--- src/rtl/axi_lite_bram_slave_if.sv ---
// rtl/axi_lite_bram_slave_if.sv - AXI4-Lite bus bundle between the CPU master and the BRAM responder
interface axi_lite_bram_slave_if #(
    parameter int ADDR_WIDTH = 16
);
    logic [ADDR_WIDTH-1:0] s_axi_awaddr;
    logic                  s_axi_awvalid;
    logic                  s_axi_awready;
    logic [31:0]           s_axi_wdata;
    logic [3:0]            s_axi_wstrb;
    logic                  s_axi_wvalid;
    logic                  s_axi_wready;
    logic [1:0]            s_axi_bresp;
    logic                  s_axi_bvalid;
    logic                  s_axi_bready;
    logic [ADDR_WIDTH-1:0] s_axi_araddr;
    logic                  s_axi_arvalid;
    logic                  s_axi_arready;
    logic [31:0]           s_axi_rdata;
    logic [1:0]            s_axi_rresp;
    logic                  s_axi_rvalid;
    logic                  s_axi_rready;

    modport slave (
        input  s_axi_awaddr, s_axi_awvalid, s_axi_wdata, s_axi_wstrb, s_axi_wvalid,
               s_axi_bready, s_axi_araddr, s_axi_arvalid, s_axi_rready,
        output s_axi_awready, s_axi_wready, s_axi_bresp, s_axi_bvalid,
               s_axi_arready, s_axi_rdata, s_axi_rresp, s_axi_rvalid
    );

    modport master (
        output s_axi_awaddr, s_axi_awvalid, s_axi_wdata, s_axi_wstrb, s_axi_wvalid,
               s_axi_bready, s_axi_araddr, s_axi_arvalid, s_axi_rready,
        input  s_axi_awready, s_axi_wready, s_axi_bresp, s_axi_bvalid,
               s_axi_arready, s_axi_rdata, s_axi_rresp, s_axi_rvalid
    );
endinterface

--- src/rtl/axi_lite_bram_slave.sv ---
// rtl/axi_lite_bram_slave.sv - single-beat AXI4-Lite responder backed by a 1-cycle-latency BRAM
module axi_lite_bram_slave #(
    parameter int ADDR_WIDTH     = 16,
    parameter int MEM_WORDS_LOG2 = 14
) (
    input  logic                      s_axi_aclk,
    input  logic                      s_axi_aresetn,
    axi_lite_bram_slave_if.slave      axi,
    output logic                      bram_en,
    output logic [3:0]                bram_we,
    output logic [MEM_WORDS_LOG2-1:0] bram_addr,
    output logic [31:0]               bram_wrdata,
    input  logic [31:0]               bram_rddata
);
    localparam logic [1:0] RESP_OKAY   = 2'b00;
    localparam logic [1:0] RESP_SLVERR = 2'b10;

    typedef enum logic [1:0] {IDLE, RD_ISSUE, RD_RESP, WR_RESP} state_t;

    state_t                    state_q;
    logic                      aw_held_q, w_held_q;
    logic [ADDR_WIDTH-1:0]     aw_addr_q;
    logic [31:0]               w_data_q;
    logic [3:0]                w_strb_q;
    logic                      rd_oor_q;
    logic                      rd_wait_q;
    logic                      bvalid_q, rvalid_q;
    logic [1:0]                bresp_q, rresp_q;
    logic [31:0]               rdata_q;
    logic                      bram_en_q;
    logic [3:0]                bram_we_q;
    logic [MEM_WORDS_LOG2-1:0] bram_addr_q;
    logic [31:0]               bram_wrdata_q;

    function automatic logic out_of_range(input logic [ADDR_WIDTH-1:0] a);
        return |(a >> (MEM_WORDS_LOG2 + 2));
    endfunction

    // Readies are gated by reset so every output reads 0 while reset is held.
    logic awready, wready, arready;
    assign awready = s_axi_aresetn && !aw_held_q;
    assign wready  = s_axi_aresetn && !w_held_q;
    assign arready = s_axi_aresetn && (state_q == IDLE) && !(aw_held_q && w_held_q);

    logic aw_hs, w_hs, ar_hs, wr_oor;
    assign aw_hs  = axi.s_axi_awvalid && awready;
    assign w_hs   = axi.s_axi_wvalid && wready;
    assign ar_hs  = axi.s_axi_arvalid && arready;
    assign wr_oor = out_of_range(aw_addr_q);

    always_ff @(posedge s_axi_aclk or negedge s_axi_aresetn) begin
        if (!s_axi_aresetn) begin
            state_q       <= IDLE;
            aw_held_q     <= 1'b0;
            w_held_q      <= 1'b0;
            aw_addr_q     <= '0;
            w_data_q      <= '0;
            w_strb_q      <= '0;
            rd_oor_q      <= 1'b0;
            rd_wait_q     <= 1'b0;
            bvalid_q      <= 1'b0;
            rvalid_q      <= 1'b0;
            bresp_q       <= RESP_OKAY;
            rresp_q       <= RESP_OKAY;
            rdata_q       <= '0;
            bram_en_q     <= 1'b0;
            bram_we_q     <= '0;
            bram_addr_q   <= '0;
            bram_wrdata_q <= '0;
        end else begin
            bram_en_q <= 1'b0;
            bram_we_q <= '0;
            if (aw_hs) begin
                aw_held_q <= 1'b1;
                aw_addr_q <= axi.s_axi_awaddr;
            end
            if (w_hs) begin
                w_held_q <= 1'b1;
                w_data_q <= axi.s_axi_wdata;
                w_strb_q <= axi.s_axi_wstrb;
            end
            case (state_q)
                IDLE: begin
                    if (aw_held_q && w_held_q) begin
                        bram_en_q     <= 1'b1;
                        bram_we_q     <= wr_oor ? 4'b0000 : w_strb_q;
                        bram_addr_q   <= aw_addr_q[MEM_WORDS_LOG2+1:2];
                        bram_wrdata_q <= w_data_q;
                        aw_held_q     <= 1'b0;
                        w_held_q      <= 1'b0;
                        bvalid_q      <= 1'b1;
                        bresp_q       <= wr_oor ? RESP_SLVERR : RESP_OKAY;
                        state_q       <= WR_RESP;
                    end else if (ar_hs) begin
                        bram_en_q   <= 1'b1;
                        bram_addr_q <= axi.s_axi_araddr[MEM_WORDS_LOG2+1:2];
                        rd_oor_q    <= out_of_range(axi.s_axi_araddr);
                        rd_wait_q   <= 1'b1;
                        state_q     <= RD_ISSUE;
                    end
                end
                RD_ISSUE: begin
                    // First cycle: the BRAM samples the enable; second: its output is valid.
                    if (rd_wait_q) begin
                        rd_wait_q <= 1'b0;
                    end else begin
                        rdata_q  <= rd_oor_q ? 32'h0 : bram_rddata;
                        rresp_q  <= rd_oor_q ? RESP_SLVERR : RESP_OKAY;
                        rvalid_q <= 1'b1;
                        state_q  <= RD_RESP;
                    end
                end
                RD_RESP: begin
                    if (axi.s_axi_rready) begin
                        rvalid_q <= 1'b0;
                        state_q  <= IDLE;
                    end
                end
                WR_RESP: begin
                    if (axi.s_axi_bready) begin
                        bvalid_q <= 1'b0;
                        state_q  <= IDLE;
                    end
                end
                default: state_q <= IDLE;
            endcase
        end
    end

    assign axi.s_axi_awready = awready;
    assign axi.s_axi_wready  = wready;
    assign axi.s_axi_arready = arready;
    assign axi.s_axi_bvalid  = bvalid_q;
    assign axi.s_axi_bresp   = bresp_q;
    assign axi.s_axi_rvalid  = rvalid_q;
    assign axi.s_axi_rresp   = rresp_q;
    assign axi.s_axi_rdata   = rdata_q;
    assign bram_en           = bram_en_q;
    assign bram_we           = bram_we_q;
    assign bram_addr         = bram_addr_q;
    assign bram_wrdata       = bram_wrdata_q;
endmodule

--- src/flat_wrapper.sv ---
// flat-port wrapper written by rule: the top's interface ports become plain ports
module axi_lite_bram_slave_flat 
#(
    parameter int ADDR_WIDTH     = 16,
    parameter int MEM_WORDS_LOG2 = 14
)
  (s_axi_aclk, s_axi_aresetn, bram_en, bram_we, bram_addr, bram_wrdata, bram_rddata, axi_s_axi_awaddr, axi_s_axi_awvalid, axi_s_axi_wdata, axi_s_axi_wstrb, axi_s_axi_wvalid, axi_s_axi_bready, axi_s_axi_araddr, axi_s_axi_arvalid, axi_s_axi_rready, axi_s_axi_awready, axi_s_axi_wready, axi_s_axi_bresp, axi_s_axi_bvalid, axi_s_axi_arready, axi_s_axi_rdata, axi_s_axi_rresp, axi_s_axi_rvalid);
  axi_lite_bram_slave_if #(.ADDR_WIDTH(ADDR_WIDTH)) axi_i ();
  input  logic s_axi_aclk;
  input  logic s_axi_aresetn;
  output logic bram_en;
  output logic [3:0] bram_we;
  output logic [MEM_WORDS_LOG2-1:0] bram_addr;
  output logic [31:0] bram_wrdata;
  input  logic [31:0] bram_rddata;
  input wire logic [$bits(axi_i.s_axi_awaddr)-1:0] axi_s_axi_awaddr;
  input wire logic [$bits(axi_i.s_axi_awvalid)-1:0] axi_s_axi_awvalid;
  input wire logic [$bits(axi_i.s_axi_wdata)-1:0] axi_s_axi_wdata;
  input wire logic [$bits(axi_i.s_axi_wstrb)-1:0] axi_s_axi_wstrb;
  input wire logic [$bits(axi_i.s_axi_wvalid)-1:0] axi_s_axi_wvalid;
  input wire logic [$bits(axi_i.s_axi_bready)-1:0] axi_s_axi_bready;
  input wire logic [$bits(axi_i.s_axi_araddr)-1:0] axi_s_axi_araddr;
  input wire logic [$bits(axi_i.s_axi_arvalid)-1:0] axi_s_axi_arvalid;
  input wire logic [$bits(axi_i.s_axi_rready)-1:0] axi_s_axi_rready;
  output wire logic [$bits(axi_i.s_axi_awready)-1:0] axi_s_axi_awready;
  output wire logic [$bits(axi_i.s_axi_wready)-1:0] axi_s_axi_wready;
  output wire logic [$bits(axi_i.s_axi_bresp)-1:0] axi_s_axi_bresp;
  output wire logic [$bits(axi_i.s_axi_bvalid)-1:0] axi_s_axi_bvalid;
  output wire logic [$bits(axi_i.s_axi_arready)-1:0] axi_s_axi_arready;
  output wire logic [$bits(axi_i.s_axi_rdata)-1:0] axi_s_axi_rdata;
  output wire logic [$bits(axi_i.s_axi_rresp)-1:0] axi_s_axi_rresp;
  output wire logic [$bits(axi_i.s_axi_rvalid)-1:0] axi_s_axi_rvalid;
  assign axi_i.s_axi_awaddr = axi_s_axi_awaddr;
  assign axi_i.s_axi_awvalid = axi_s_axi_awvalid;
  assign axi_i.s_axi_wdata = axi_s_axi_wdata;
  assign axi_i.s_axi_wstrb = axi_s_axi_wstrb;
  assign axi_i.s_axi_wvalid = axi_s_axi_wvalid;
  assign axi_i.s_axi_bready = axi_s_axi_bready;
  assign axi_i.s_axi_araddr = axi_s_axi_araddr;
  assign axi_i.s_axi_arvalid = axi_s_axi_arvalid;
  assign axi_i.s_axi_rready = axi_s_axi_rready;
  assign axi_s_axi_awready = axi_i.s_axi_awready;
  assign axi_s_axi_wready = axi_i.s_axi_wready;
  assign axi_s_axi_bresp = axi_i.s_axi_bresp;
  assign axi_s_axi_bvalid = axi_i.s_axi_bvalid;
  assign axi_s_axi_arready = axi_i.s_axi_arready;
  assign axi_s_axi_rdata = axi_i.s_axi_rdata;
  assign axi_s_axi_rresp = axi_i.s_axi_rresp;
  assign axi_s_axi_rvalid = axi_i.s_axi_rvalid;
  axi_lite_bram_slave #(.ADDR_WIDTH(ADDR_WIDTH), .MEM_WORDS_LOG2(MEM_WORDS_LOG2)) u_core (.s_axi_aclk(s_axi_aclk), .s_axi_aresetn(s_axi_aresetn), .axi(axi_i), .bram_en(bram_en), .bram_we(bram_we), .bram_addr(bram_addr), .bram_wrdata(bram_wrdata), .bram_rddata(bram_rddata));
endmodule
--- config.mk ---
export PLATFORM = sky130hd
export DESIGN_NAME = axi_lite_bram_slave_flat
export DESIGN_NICKNAME = d
export VERILOG_FILES = /design/src/rtl/axi_lite_bram_slave_if.sv /design/src/rtl/axi_lite_bram_slave.sv /design/src/flat_wrapper.sv
export SDC_FILE = /design/constraint.sdc
export NUM_CORES = 1
export LEC_CHECK = 0
export ABC_AREA = 1
export ABC_CLOCK_PERIOD_IN_PS = 2200
export CORE_MARGIN = 4
export CORE_UTILIZATION = 35
export DETAILED_ROUTE_END_ITERATION = 12
export DONT_BUFFER_PORTS = 1
export PLACE_DENSITY = 0.59
export SLEW_MARGIN = 25
export SYNTH_ARGS = -nofsm -noshare
export SYNTH_HDL_FRONTEND = slang
export SYNTH_SLANG_ARGS = --single-unit
--- constraint.sdc ---
create_clock -name s_axi_aclk -period 2.2 [get_ports s_axi_aclk]
set_input_delay 0.44 -clock s_axi_aclk [delete_from_list [all_inputs] [get_ports s_axi_aclk]]
set_output_delay 0.44 -clock s_axi_aclk [all_outputs]
set_load 0.005 [all_outputs]
==> qor.csv, run 1 <==
metric,value,unit
io_buffer_count,0,
fin_crit_sh,0.792,
grt_pass1_vias,4063,
synth_area_leaders,"dfrtp_1 (62%), nand2_1 (13%), nand3_1 (5.5%)",
track_usage,0.146,
ys_warn_count,0,
drt-pass1-iter-count,4,
place_ws,0.510,ns
layout_min_cycle_time,1.74,ns
dp_hpwl,8910,um
first_iter_violations,165,
nNetsFinal,720,
peakVddDrop,0.556,mV
design.die.area,0.0182,sq mm
path_class,flop to output port,
ys_ff_latch,140,
status,finished with violations,
cts_buffers,17,
routed_via_density,4.67,
synthToLayoutAreaGrowth,11.9,%
max_slew_margin,0.612,
multi_input_area,0.00171,sq mm
setup_viol,0,
synth_largest_area_cell,dfrtp_1,
stdcell_count,842,
core_area,0.0158,sq mm
drive_gt1_frac,0.0767,
p_sw_frac,0.368,
clock_skew,0.00732,ns
antenna_found_initial,0,
drc,0,
crit_fanout,7,
grt_pass1_wl,21200,um
h-tree-depth,4,
netlist_area,0.00562,sq mm
report.final.slew_viol_count,0,
fillCellCount,1595,
post_cts_buffers,0,
die_h,135,um
grt_max_degree,144,
worst_slack,0.458,ns
clock_latency,0.41,ns
avgRoutedWirePerCell,15.6,um
vias,3936,
layout_common_cells,"nand2_1 (198), dfrtp_1 (140), nand3_1 (62)",
worstMarginPinSlew,0.581,ns
internal_power,6300,uW
p_leak,0.00326,uW
finalSetupTns,0,ns
place.gp.congestion,0.711,
p_per_area,1580,mW/mm^2
clkPwrFrac,0.268,
arrival,1.30,ns
rows,46,
hold_viol_final,140,
initial_utilization,0.355,
rsz0062_at_grt,no,
fmax,574,MHz
cts_sinks,140,
ios,199,
crit_required,1.76,ns
seqPwrFrac,0.470,
antenna_cells,0,
ys_seq_area_frac,0.623,
hp-class,input port to async pin,
syn-instance-count,620,
dp.cells,810,
combPwrFrac,0.261,
p_switching,3660,uW
fp.dieW,135,um
cts_tree,built,
syn_area_per_cell,9.07,sq um
gr-total-overflow,0,
synth.top_cell.area_share,0.623,
routed_wl,13100,um
final_common_cell,nand2_1,
drtAntennaViolNets,0,
startpoint_type,flop,
regArea,0.00350,sq mm
cts-root-buf,clkbuf_16,
hold_slack,-0.276,ns
endpoint_kind,output port,
ys_types,24,
maxCapViolations,0,
path_clk_slew,0.06,ns
violations,hold timing,
clockBufferDepth,2,
cells by family after synthesis:
group,Yosys count,synth area share
AOI/OAI and AO/OA,77,0.0690
buffers and inverters,85,0.0747
DFF,140,0.623
other,1,0.000667
and+or+nand+nor,317,0.233
critical path, cell delays in order, from the launching register on:
cell and delay, ns:
dfrtp_1 0.45, nor2_2 0.21, nand2_2 0.10, nor2_4 0.14
power by group through the flow:
stage	registers (uW)	logic, uW	clock network [uW]
CTS	4720	2660	2770
floorplan	4450	2250	0
global route	4840	3080	2870
finish	4680	2600	2670
detailed placement	4760	2650	0
global placement	4710	2520	0
per-layer routing:
| metal | global-route usage | vias up | wire, um |
|---|---|---|---|
| met5 | 0 | - | 0 |
| met4 | 0.0520 | 0 | 183 |
| met3 | 0.0529 | 11 | 1110 |
| met2 | 0.223 | 134 | 6090 |
| met1 | 0.193 | 1862 | 5720 |
| li1 | - | 1929 | - |
cells in the mapped netlist:
cell type  instances
nand2_1          199
dfrtp_1          140
nand3_1           62
nor2_1            47
inv_1             45
a21oi_1           40
o21ai_0           24
buf_2             17
o21ai_1           12
buf_6              7
clkbuf_1           7
buf_4              4
inv_2              2
nand2_2            2
nand2_4            2
nor2_2             2
buf_8              1
clkbuf_2           1
clkinv_1           1
conb_1             1
nand3_2            1
nand4_1            1
nor2_4             1
o31ai_1            1
worst paths after layout:
check / from / end / slack [ns] / cells past startpoint
setup / recovery: u_core.state_q[0] / axi_s_axi_arready / 0.46 / 3
hold / removal: s_axi_aresetn / u_core.w_data_q[27] / -0.28 / 0
setup reg to reg: u_core.state_q[0] / u_core.bram_wrdata[29] / 0.54 / 6
hold reg to reg: u_core.w_data_q[27] / u_core.bram_wrdata[27] / 0.47 / 2
max in group asynchronous: s_axi_aresetn / u_core.axi.s_axi_rdata[4] / 2.27 / 0
min in group s_axi_aclk: axi_s_axi_wdata[25] / u_core.w_data_q[25] / 0.17 / 2
stage by stage:
stage                     hold WS [ns]  instance area [sq um]  power (uW)   util
after detailed placement         0.147                   5740        7410  0.363
final                           -0.276                   6290        9960  0.397
after floorplan                  0.144                   5640        6700      -
after CTS                       -0.301                   6290       10100  0.397
after global routing            -0.308                   6290       10800  0.397
after global placement           0.148                   5740        7230  0.363
sequential cells by signal, summed over array words and instances, names as in the netlist, 2 cells and up:
signal,cells
u_core.bram_wrdata,32
u_core.state_q,2
u_core.bram_addr,14
u_core.w_strb_q,4
u_core.aw_addr_q,14
u_core.bram_we,4
u_core.w_data_q,32
u_core.axi.s_axi_rdata,32
repair_timing:
item	4_1_cts	5_1_grt
gates resized for setup	0	0
setup endpoints to repair	0	0
hold endpoints to repair	140	140
layout make-up:
class | count | share of cell area
Tap cell | 216 | 0.0430
Timing Repair Buffer | 8 | 0.0115
Inverter | 48 | 0.0286
Clock inverter | 12 | 0.0181
Clock buffer | 20 | 0.0694
Multi-Input combinational cell | 398 | 0.272
Sequential cell | 140 | 0.557
(Power assumes the default switching activity.)
==> run 2, diff against run 1 <==
--- a/config.mk
+++ b/config.mk
@@ -6,12 +6,12 @@
 export NUM_CORES = 1
 export LEC_CHECK = 0
 export ABC_AREA = 1
-export ABC_CLOCK_PERIOD_IN_PS = 2200
+export ABC_CLOCK_PERIOD_IN_PS = 1450
 export CORE_MARGIN = 4
 export CORE_UTILIZATION = 35
 export DETAILED_ROUTE_END_ITERATION = 12
 export DONT_BUFFER_PORTS = 1
-export PLACE_DENSITY = 0.59
+export PLACE_DENSITY = 0.61
 export SLEW_MARGIN = 25
 export SYNTH_ARGS = -nofsm -noshare
 export SYNTH_HDL_FRONTEND = slang
==> constraint.sdc (replaced) <==
create_clock -name s_axi_aclk -period 1.45 [get_ports s_axi_aclk]
set_input_delay 0.29 -clock s_axi_aclk [delete_from_list [all_inputs] [get_ports s_axi_aclk]]
set_output_delay 0.29 -clock s_axi_aclk [all_outputs]
set_load 0.005 [all_outputs]
==> run 2 against run 1 <==
The run ends with hold timing, setup timing left. Combinational power up 80%. Register-to-register slack got worse by 0.44 ns. Setup slack got worse by 0.55 ns. Critical path depth increased by 1. Total power up 58%. Via count up 4.2%. Sequential share of layout area decreased by 3.1 points. Sequential power up 51%. Flip-flop and latch count is the same. Cell area up 6.0%. Clock power is 47% higher. Largest power group unchanged.
==> qor.csv, run 2 (synthesis results as in run 1) <==
metric,value,unit
status,finished with violations,
violations,"hold timing, setup timing",
worst_slack,-0.0873,ns
cts_buffers,17,
h-tree-depth,4,
dp_hpwl,9050,um
antenna_found_initial,0,
avgRoutedWirePerCell,15.5,um
seqPwrFrac,0.452,
startpoint_type,flop,
p_switching,5760,uW
internal_power,9930,uW
place_area,0.00586,sq mm
arrival,1.25,ns
rows,46,
clockBufferDepth,2,
initial_utilization,0.355,
layout_common_cells,"nand2_1 (197), dfrtp_1 (139), nand3_1 (62)",
setup_viol,2,
cts-root-buf,clkbuf_16,
routed_via_density,4.69,
vias,4101,
peakVddDrop,0.919,mV
drc,0,
design.die.area,0.0182,sq mm
track_usage,0.147,
core_area,0.0158,sq mm
p_per_area,2350,mW/mm^2
cts_tree,built,
cts_sinks,140,
synthToLayoutAreaGrowth,18.6,%
report.final.slew_viol_count,0,
hold_viol_final,140,
io_buffer_count,0,
gr-total-overflow,0,
endpoint_kind,output port,
hp-class,input port to async pin,
grt_pass1_vias,4104,
fin_crit_sh,1.06,
grt_pass1_wl,20900,um
fmax,650,MHz
clock_skew,0.0104,ns
path_class,flop to output port,
clkPwrFrac,0.250,
combPwrFrac,0.298,
fin_util,0.421,
crit_required,1.16,ns
clock_latency,0.41,ns
hold_buffers,12,
grt_max_degree,144,
drive_gt1_frac,0.106,
p_leak,0.00344,uW
ios,199,
layout_min_cycle_time,1.54,ns
drt-pass1-iter-count,4,
fp.dieW,135,um
routed_wl,13600,um
crit_fanout,2,
hold_slack,-0.432,ns
antenna_cells,0,
final_area,0.00667,sq mm
path_clk_slew,0.06,ns
p_sw_frac,0.367,
die_h,135,um
final_common_cell,nand2_1,
finalSetupTns,-0.0947,ns
first_iter_violations,194,
rsz0062_at_grt,yes,
place.gp.congestion,0.732,
maxCapViolations,0,
drtAntennaViolNets,0,
nNetsFinal,752,
run 2: cell count changes in the layout (fill, tap and decap cells not counted), moves of 2 or more:
| cell | delta |
|---|---|
| clkbuf_16 | +2 |
| dlygate4sd3_1 | +12 |
| buf_4 | +11 |
| buf_12 | +4 |
run 2: worst paths after layout:
path | slack (ns) | depth (start not counted) | endpoint | start
min in group s_axi_aclk | 0.02 | 2 | u_core.w_data_q[28] | axi_s_axi_wdata[28]
worst max register to register | 0.10 | 8 | u_core.bram_addr[4] | u_core.state_q[0]
worst min-delay path | -0.43 | 0 | u_core.w_data_q[28] | s_axi_aresetn
worst max-delay path | -0.09 | 4 | axi_s_axi_arready | u_core.state_q[0]
worst min register to register | 0.47 | 2 | u_core.bram_wrdata[25] | u_core.w_data_q[25]
max in group asynchronous | 1.67 | 0 | u_core.axi.s_axi_rdata[11] | s_axi_aresetn
run 2: repair_timing:
action	CTS	global route
endpoints found under the setup margin	3	21
gates cloned	0	3
gates resized for setup	4	4
endpoints found under the hold margin	150	140
pin swaps	3	4
setup buffers	4	4
run 2: per-stage QoR:
step                setup slack, ns  cells  power (uW)
finish                      -0.0873    874       15700
global route                 -0.165    874       17000
floorplan                     0.193    623       10200
global placement             0.0485    819       11200
CTS                          -0.143    867       15700
detailed placement           0.0385    819       11500
run 2: worst max-delay path, cell delays in order (launching register included):
cell and delay (ns):
dfrtp_1 0.38, nor2_2 0.15, nand2_2 0.09, nor2_4 0.11, buf_6 0.11
run 2: area by class of cell:
cell class              count  area, sq um
multi-input cells         399         1750
repair buffers             39          432
flip-flops and latches    140         3500
clock inverters            11         83.8
inverters                  48          180
well taps                 216          270
fillers                  1553         9160
clock buffers              21          450
run 2: power groups by stage:
stage	Combinational, uW	Clock (uW)	Sequential (uW)
after CTS	4470	4060	7130
after detailed placement	4300	0	7200
after floorplan	3410	0	6760
final	4680	3920	7090
after global routing	5440	4240	7290
after global placement	4080	0	7120
run 2: per-layer routing:
metal  vias to the layer above  GRT usage  part of all wire
li1                       1996          -                 -
met1                      1944      0.180              0.42
met2                       143      0.236              0.50
met3                        18     0.0518             0.071
met4                         0     0.0645             0.017
met5                         -          0                 0
==> run 3, diff against run 2 <==
--- a/config.mk
+++ b/config.mk
@@ -6,12 +6,12 @@
 export NUM_CORES = 1
 export LEC_CHECK = 0
 export ABC_AREA = 1
-export ABC_CLOCK_PERIOD_IN_PS = 1450
+export ABC_CLOCK_PERIOD_IN_PS = 1700
 export CORE_MARGIN = 4
 export CORE_UTILIZATION = 35
 export DETAILED_ROUTE_END_ITERATION = 12
 export DONT_BUFFER_PORTS = 1
-export PLACE_DENSITY = 0.61
+export PLACE_DENSITY = 0.59
 export SLEW_MARGIN = 25
 export SYNTH_ARGS = -nofsm -noshare
 export SYNTH_HDL_FRONTEND = slang
==> constraint.sdc (replaced) <==
create_clock -name s_axi_aclk -period 1.7 [get_ports s_axi_aclk]
set_input_delay 0.34 -clock s_axi_aclk [delete_from_list [all_inputs] [get_ports s_axi_aclk]]
set_output_delay 0.34 -clock s_axi_aclk [all_outputs]
set_load 0.005 [all_outputs]
==> run 3 against run 2 <==
The flow finishes with violations (hold timing). Die area did not move. Sequential power fell by 15%. Critical endpoint unchanged. Highest routed layer unchanged. Clock power fell by 6.4%. Global-route usage fell by 0.33 points. Non-clock buffer count fell by 26. Largest cell class unchanged. Hold slack improved by 0.051 ns. Clock skew fell by 0.0030 ns. First-iteration DRC count fell by 1.0%. Sequential share of layout area rose by 2.0 points. Via count fell by 2.6%. Routed wire length fell by 5.9%.
==> qor.csv, run 3 (synthesis results as in run 1) <==
metric,value,unit
vias,3994,
arrival,1.28,ns
cts-root-buf,clkbuf_16,
drive_gt1_frac,0.0919,
clockBufferDepth,2,
h-tree-depth,4,
peakVddDrop,0.714,mV
finalSetupTns,0,ns
clock_skew,0.00736,ns
drt-pass1-iter-count,6,
cts_buffers,17,
final_common_cell,nand2_1,
design.die.area,0.0182,sq mm
power,13300,uW
grt_max_degree,144,
io_buffer_count,0,
fp.dieW,135,um
rows,46,
fmax,618,MHz
drtAntennaViolNets,0,
ios,199,
highest_layer,met4,
hold_viol_final,140,
routed_wl,12800,um
dr_wl_met2,6110,um
maxCapViolations,0,
grt_pass1_wl,20700,um
p_per_area,2070,mW/mm^2
nNetsFinal,725,
layout_common_cells,"nand2_1 (197), dfrtp_1 (139), nand3_1 (62)",
worst_slack,0.0811,ns
avgRoutedWirePerCell,15.1,um
first_iter_violations,192,
synthToLayoutAreaGrowth,14.2,%
crit_fanout,2,
rsz0062_at_grt,no,
antenna_cells,0,
gr-total-overflow,0,
hold_slack,-0.381,ns
fin_crit_sh,0.952,
crit_required,1.36,ns
antenna_found_initial,0,
report.final.slew_viol_count,0,
violations,hold timing,
startpoint_type,flop,
drc,0,
place_ws,0.262,ns
p_leak,0.00334,uW
routed_via_density,4.72,
layout_min_cycle_time,1.62,ns
grt_pass1_vias,4000,
hp-class,input port to async pin,
cts_tree,built,
path_class,flop to output port,
met1_length,5420,um
clock_latency,0.41,ns
fin_util,0.406,
status,finished with violations,
initial_utilization,0.355,
core_area,0.0158,sq mm
setup_viol,0,
path_clk_slew,0.07,ns
place.gp.congestion,0.728,
dp_hpwl,8760,um
cts_sinks,140,
track_usage,0.144,
wl_met3,1080,um
die_h,135,um
endpoint_kind,output port,
==> run 3: cell count changes in the layout (fill, tap and decap cells not counted), sizes merged <==
| cell | change |
|---|---|
| nand3 | -1 |
| buf | -12 |
| dlygate4sd3 | -12 |
| clkinvlp | -3 |
| clkbuf | -3 |
| inv | +2 |
| clkinv | +1 |
| bufinv | +1 |
==> run 3: worst max-delay path: stages (launching register included) <==
cell and delay (ns):
dfrtp_1 0.41, nor2_4 0.14, nand2_2 0.08, nor2_4 0.13
buf_6 0.12
==> run 3: what timing repair did <==
action                                 CTS  global route
endpoints found under the hold margin  140           140
pin swaps                                0             1
resized for setup                        2             2
setup buffers                            1             2
setup endpoints to repair                1             1
==> run 3: path summary, 6_finish.rpt <==
kind | from | end | slack [ns] | cells past startpoint
min reg2reg | u_core.w_data_q[22] | u_core.bram_wrdata[22] | 0.47 | 2
min | s_axi_aresetn | u_core.bram_wrdata[24] | -0.38 | 0
min in group s_axi_aclk | axi_s_axi_wdata[25] | u_core.w_data_q[25] | 0.07 | 2
max | u_core.state_q[1] | axi_s_axi_arready | 0.08 | 4
max in group asynchronous | s_axi_aresetn | u_core.axi.s_axi_rdata[6] | 1.92 | 0
max reg2reg | u_core.aw_held_q | u_core.aw_addr_q[10] | 0.29 | 4
==> run 3: final cells by class <==
cell class	count	area, sq um
sequential	140	3500
clock buffer	20	467
fill	1592	9410
clock inverter	12	126
timing repair buffer	13	151
inverter	48	180
tap	216	270
multi-input combinational	398	1720
==> run 3: per-stage QoR <==
| step | std cells | cell area [sq um] |
|---|---|---|
| finish | 847 | 6420 |
| global route | 847 | 6420 |
| CTS | 845 | 6400 |
| detailed placement | 812 | 5790 |
| global placement | 812 | 5790 |
| floorplan | 623 | 5640 |
==> run 3: power breakdown <==
part / switching (uW) / internal (uW)
clock: 1490 / 2170
combinational: 2260 / 1310
sequential: 1050 / 4980
total: 4800 / 8460
==> run 3: layer usage <==
| layer | track usage | up-vias |
|---|---|---|
| met1 | 0.184 | 1902 |
| met2 | 0.224 | 142 |
| li1 | - | 1940 |
| met5 | 0 | - |
| met3 | 0.0600 | 10 |
| met4 | 0.0430 | 0 |
